`src/rtl/pc_redirect_unit.sv`:
```
// Fetch PC register with branch/jump redirect control. Redirects that arrive
// while instruction memory is stalled are held pending until fetch can take them.
module pc_redirect_unit #(
  parameter logic [31:0] RESET_PC = 32'h0000_0000,
  parameter int unsigned COUNT_W  = 16
) (
  input  logic               CLK,
  input  logic               RESET,
  input  logic               PC_SEL_IN,
  input  logic               EX_VALID,
  input  logic [31:0]        BRANCH_TARGET,
  input  logic               HOLD,
  input  logic               IMEM_BUSYWAIT,
  output logic [31:0]        PC_OUT,
  output logic [31:0]        PC_PLUS_4,
  output logic               FLUSH,
  output logic               PENDING,
  output logic               MISALIGN_ERR,
  output logic [COUNT_W-1:0] REDIRECT_COUNT
);

  typedef enum logic {
    ST_RUN,
    ST_WAIT
  } state_t;

  state_t      state;
  state_t      state_next;
  logic        redirect;
  logic        accept;
  logic [31:0] target_aligned;
  logic [31:0] pending_target;
  logic [31:0] pc_next;

  assign redirect       = PC_SEL_IN & EX_VALID;
  assign target_aligned = {BRANCH_TARGET[31:2], 2'b00};
  assign accept         = (state == ST_RUN) && redirect;
  assign PC_PLUS_4      = PC_OUT + 32'd4;

  always_ff @(posedge CLK or posedge RESET) begin
    if (RESET) begin
      state <= ST_RUN;
    end else begin
      state <= state_next;
    end
  end

  // In WAIT the EX stage is frozen and re-presents the same branch, so it is ignored.
  always_comb begin
    state_next = state;
    case (state)
      ST_RUN:  if (redirect && IMEM_BUSYWAIT) state_next = ST_WAIT;
      ST_WAIT: if (!IMEM_BUSYWAIT) state_next = ST_RUN;
      default: state_next = ST_RUN;
    endcase
  end

  always_comb begin
    FLUSH   = 1'b0;
    PENDING = (state == ST_WAIT);
    pc_next = PC_OUT;
    case (state)
      ST_RUN: begin
        if (redirect) begin
          if (!IMEM_BUSYWAIT) begin
            FLUSH   = 1'b1;
            pc_next = target_aligned;
          end
        end else if (!IMEM_BUSYWAIT && !HOLD) begin
          pc_next = PC_PLUS_4;
        end
      end
      ST_WAIT: begin
        if (!IMEM_BUSYWAIT) begin
          FLUSH   = 1'b1;
          pc_next = pending_target;
        end
      end
      default: ;
    endcase
    if (RESET) FLUSH = 1'b0;
  end

  always_ff @(posedge CLK or posedge RESET) begin
    if (RESET) begin
      PC_OUT         <= RESET_PC;
      pending_target <= '0;
      MISALIGN_ERR   <= 1'b0;
      REDIRECT_COUNT <= '0;
    end else begin
      PC_OUT       <= pc_next;
      MISALIGN_ERR <= accept && (BRANCH_TARGET[1:0] != 2'b00);
      if (accept && IMEM_BUSYWAIT) begin
        pending_target <= target_aligned;
      end
      if (accept && (REDIRECT_COUNT != '1)) begin
        REDIRECT_COUNT <= REDIRECT_COUNT + COUNT_W'(1);
      end
    end
  end

endmodule

```
`config.mk`:
```
export PLATFORM = sky130hd
export DESIGN_NAME = pc_redirect_unit
export DESIGN_NICKNAME = d
export VERILOG_FILES = /design/src/rtl/pc_redirect_unit.sv
export SDC_FILE = /design/constraint.sdc
export NUM_CORES = 1
export LEC_CHECK = 0
export ABC_AREA = 1
export CORE_AREA = 2 2 112 114
export DETAILED_ROUTE_END_ITERATION = 8
export DIE_AREA = 0 0 114 116
export PLACE_DENSITY = 0.76
export SLEW_MARGIN = 20
export SYNTH_ARGS = -nofsm -noshare
export SYNTH_HDL_FRONTEND = slang
export SYNTH_SLANG_ARGS = --single-unit
```
`constraint.sdc`:
```
create_clock -name CLK -period 3.1 [get_ports CLK]
set_input_delay 0.93 -clock CLK [delete_from_list [all_inputs] [get_ports CLK]]
set_output_delay 0.93 -clock CLK [all_outputs]
set_load 0.01 [all_outputs]
```
==> Implementation_results.wiki <==
{| class="wikitable"
! Metric !! Value
|-
| Top flip-flop cell by instance count after synthesis || sky130_fd_sc_hd__dfrtp_1
|-
| PwrDens || roughly 620 nW/um^2
|-
| Number of nets at the end of the flow || 793
|-
| Total Die Area || between 10000 and 15000 um^2
|-
| Number of antenna cells inserted || 0
|-
| Mapped cell area || about 4700 um^2
|-
| Total of flip-flops plus latches after synthesis || 78
|-
| RSZ-0062 raised after global routing || true
|-
| Iteration-0 DRC count of the detailed router || approximately 440
|-
| Worst hold path class || reg -> reg
|-
| Final setup violation count || 0
|-
| Number of iterations in the first detailed-routing pass || 5
|-
| Cell count after synthesis || 624
|-
| Grt ovf || 0
|-
| Run status || completed
|-
| Number of port buffers || around 120
|-
| Maximum number of pins on one net before global-route repair || 79
|-
| Cts hold-fix bufs || 0
|-
| Clock buffer count from CTS || 9
|-
| Initial Util || 39.3%
|-
| Area after detailed placement || 6020 um^2
|-
| Maximum clock skew at final layout || about 0.0075 ns
|-
| Avg Cell Area, Syn || 7.50 um^2
|-
| Final design instance area without fill || around 6500 um^2
|-
| TritonCTS clock tree || done
|-
| Skew-Pair Late Insertion Delay || ~0.34 ns
|-
| Clock-pin transition on the worst setup and hold timing paths || 0.06 ns
|-
| Sequential area share after synthesis || 41.7%
|-
| Placed instance count || 878
|-
| Final worst path period need || 3.05 ns
|-
| Total wire length || about 13000 um
|-
| Standard cell core area || 11900 um^2
|-
| Req. time, crit path || around 2.2 ns
|-
| Drc violations || 0
|-
| Total number of clock tree sinks || 78
|-
| Average routed wire per standard cell || between 10 and 15 um
|-
| Leading cell types by total area after synthesis || sky130_fd_sc_hd__dfrtp_1 (42%), sky130_fd_sc_hd__nand2_1 (14%), sky130_fd_sc_hd__nor2_1 (7.4%), sky130_fd_sc_hd__inv_1 (4.6%), sky130_fd_sc_hd__a211oi_1 (3.9%)
|-
| Cell Rows || 40
|-
| Number of nets with antenna violations after routing || 0
|-
| Dominant cell type by area after synthesis || sky130_fd_sc_hd__dfrtp_1
|-
| Final weighted congestion in routability-driven placement || between 0.9 and 1
|-
| Worst Setup Start Kind || register
|-
| Number of antenna violations at the first check in global routing || 1
|-
| Detail Placement HPWL || 9520 um
|-
| Cell leakage power || 0.00308 uW
|-
| Final cycle utilization of the critical path || between 90% and 100%
|-
| Total Power Consumption || between 4000 and 5000 uW
|-
| Distinct cell type count after synthesis || 37
|-
| Vias per Instance || 4.96
|-
| Worst endpoint data arrival time || roughly 2.1 ns
|-
| Maximum capacitance violations || 0
|-
| Count of pins on the block boundary || around 120
|-
| Area added between synthesis and finish || 39.8%
|-
| Root Buffer || sky130_fd_sc_hd__clkbuf_16
|-
| DR vias || between 4000 and 5000
|-
| Max Buffers Root-to-Sink || 2
|-
| Top-count cell post-synth || sky130_fd_sc_hd__nand2_1
|-
| FFs w/ async S/R, synth || 100%
|-
| Count of final max-slew check failures || 0
|-
| Endpoints failing hold || 0
|-
| Count of synthesis-stage warnings from yosys || 0
|-
| Die Ht || approximately 120 um
|-
| Overall die width || 114 um
|-
| Max IR drop VDD || roughly 0.00049 V
|-
| Crit path kind || reg -> out
|-
| Wire length of the first global-routing pass || 21700 um
|-
| Number of flops mapped to enable cells by yosys || 0
|-
| Cell Count, Final, Fillers Out || 905
|-
| Accumulated negative setup slack || 0 ns
|-
| Vias in the first global route || 4348
|-
| Ratio of cells with drive above 1 in the final layout || roughly 15%
|-
| Leading cell types by count after synthesis || sky130_fd_sc_hd__nand2_1 (175), sky130_fd_sc_hd__nor2_1 (92), sky130_fd_sc_hd__dfrtp_1 (78), sky130_fd_sc_hd__inv_1 (57), sky130_fd_sc_hd__o21ai_0 (34)
|-
| Portion of synthesized cell area occupied by the leading cell type || 41.7%
|-
| Top achievable clock speed || roughly 330 MHz
|-
| Htree depth || 3
|-
| Worst-case hold slack || 0.480 ns
|-
| Worst-path fanout max || 4
|-
| Total track usage || approximately a fifth
|-
| Category of the worst setup path capture point || primary output
|}
[sequential cells by signal (all words and copies together), names as in the netlist]
name / count
pending_target: 30
MISALIGN_ERR: 1
PC_OUT: 30
PENDING: 1
REDIRECT_COUNT: 16
[stage by stage]
stage	setup slack, ns	util (%)
floorplan	0.175	-
global placement	-0.0804	50.6
detailed placement	-0.0948	50.6
CTS	0.00398	53.9
global route	-0.0666	54.9
finish	0.0504	54.9
[critical path: stages (launching register included)]
cell and delay [ns]:
sky130_fd_sc_hd__dfrtp_1 0.36, sky130_fd_sc_hd__ha_2 0.20, sky130_fd_sc_hd__nand2_1 0.09, sky130_fd_sc_hd__nor2_4 0.13
sky130_fd_sc_hd__nand2_2 0.13, sky130_fd_sc_hd__nor2_4 0.17, sky130_fd_sc_hd__buf_4 0.14, sky130_fd_sc_hd__buf_4 0.10
sky130_fd_sc_hd__nand3b_1 0.07, sky130_fd_sc_hd__nand2_1 0.10, sky130_fd_sc_hd__dlygate4sd2_1 0.27
[final cells by class]
class / count / area [um^2]
clock buffers: 10 / 239
clock inverters: 6 / 61.3
fillers: 1099 / 5370
inverters: 60 / 228
multi-input cells: 464 / 2470
flip-flops and latches: 78 / 1970
well taps: 147 / 184
repair buffers: 140 / 1390
[routing by layer]
| metal | vias to the layer above | share of wire (%) | global-route usage (%) |
|---|---|---|---|
| li1 | 2247 | - | - |
| met1 | 2071 | 45 | 27.9 |
| met2 | 152 | 46 | 33.7 |
| met3 | 17 | 7.5 | 6.28 |
| met4 | 0 | 1.4 | 5.04 |
| met5 | - | 0 | 0 |
[power breakdown]
part / internal [uW] / switching [uW]
clock network: 642 / 425
logic: 749 / 756
registers: 1250 / 267
[cells by family (layout without fill, tap and decap cells)]
family | Yosys count | after routing | synth area share (%)
other | 1 | 4 | 0.0801
buffers and inverters | 86 | 216 | 7.89
AO/OA/AOI/OAI | 97 | 97 | 12.7
adder cells (fa/ha/maj) | 2 | 2 | 0.535
XOR/XNOR | 27 | 27 | 5.37
multiplexers | 2 | 2 | 0.481
AND/OR/NAND/NOR | 331 | 332 | 31.3
flip-flops | 78 | 78 | 41.7
[cell usage in the layout, fill, tap and decap left out, types with 12 or more instances in the layout]
cell and count:
sky130_fd_sc_hd__clkdlybuf4s50_1 96, sky130_fd_sc_hd__a21oi_1 26, sky130_fd_sc_hd__o21ai_0 34, sky130_fd_sc_hd__nand3_1 19, sky130_fd_sc_hd__nand2_1 170, sky130_fd_sc_hd__inv_1 56
sky130_fd_sc_hd__nor2_1 85, sky130_fd_sc_hd__nor2_4 12, sky130_fd_sc_hd__dfrtp_1 62, sky130_fd_sc_hd__xor2_1 13, sky130_fd_sc_hd__buf_4 22, sky130_fd_sc_hd__dfrtp_2 16
sky130_fd_sc_hd__a211oi_1 24, sky130_fd_sc_hd__dlymetal6s2s_1 14
[worst paths after layout]
path	from	to	slack (ns)	cells after the start
worst min register to register	pending_target[6]	pending_target[6]	0.48	2
worst max register to register	PENDING	PC_OUT[11]	1.09	11
max in group asynchronous	RESET	PC_OUT[8]	1.69	3
min in group asynchronous	RESET	REDIRECT_COUNT[10]	1.01	3
worst max-delay path	PC_OUT[3]	PC_PLUS_4[20]	0.05	10
worst min-delay path	pending_target[6]	pending_target[6]	0.48	2
[timing repair]
item,4_1_cts,5_1_grt
buffers inserted,5,5
cloned,1,0
pin swaps,4,3
setup endpoints to repair,18,17
resized for setup,26,32
No activity file was read; power rests on OpenSTA's default activity.
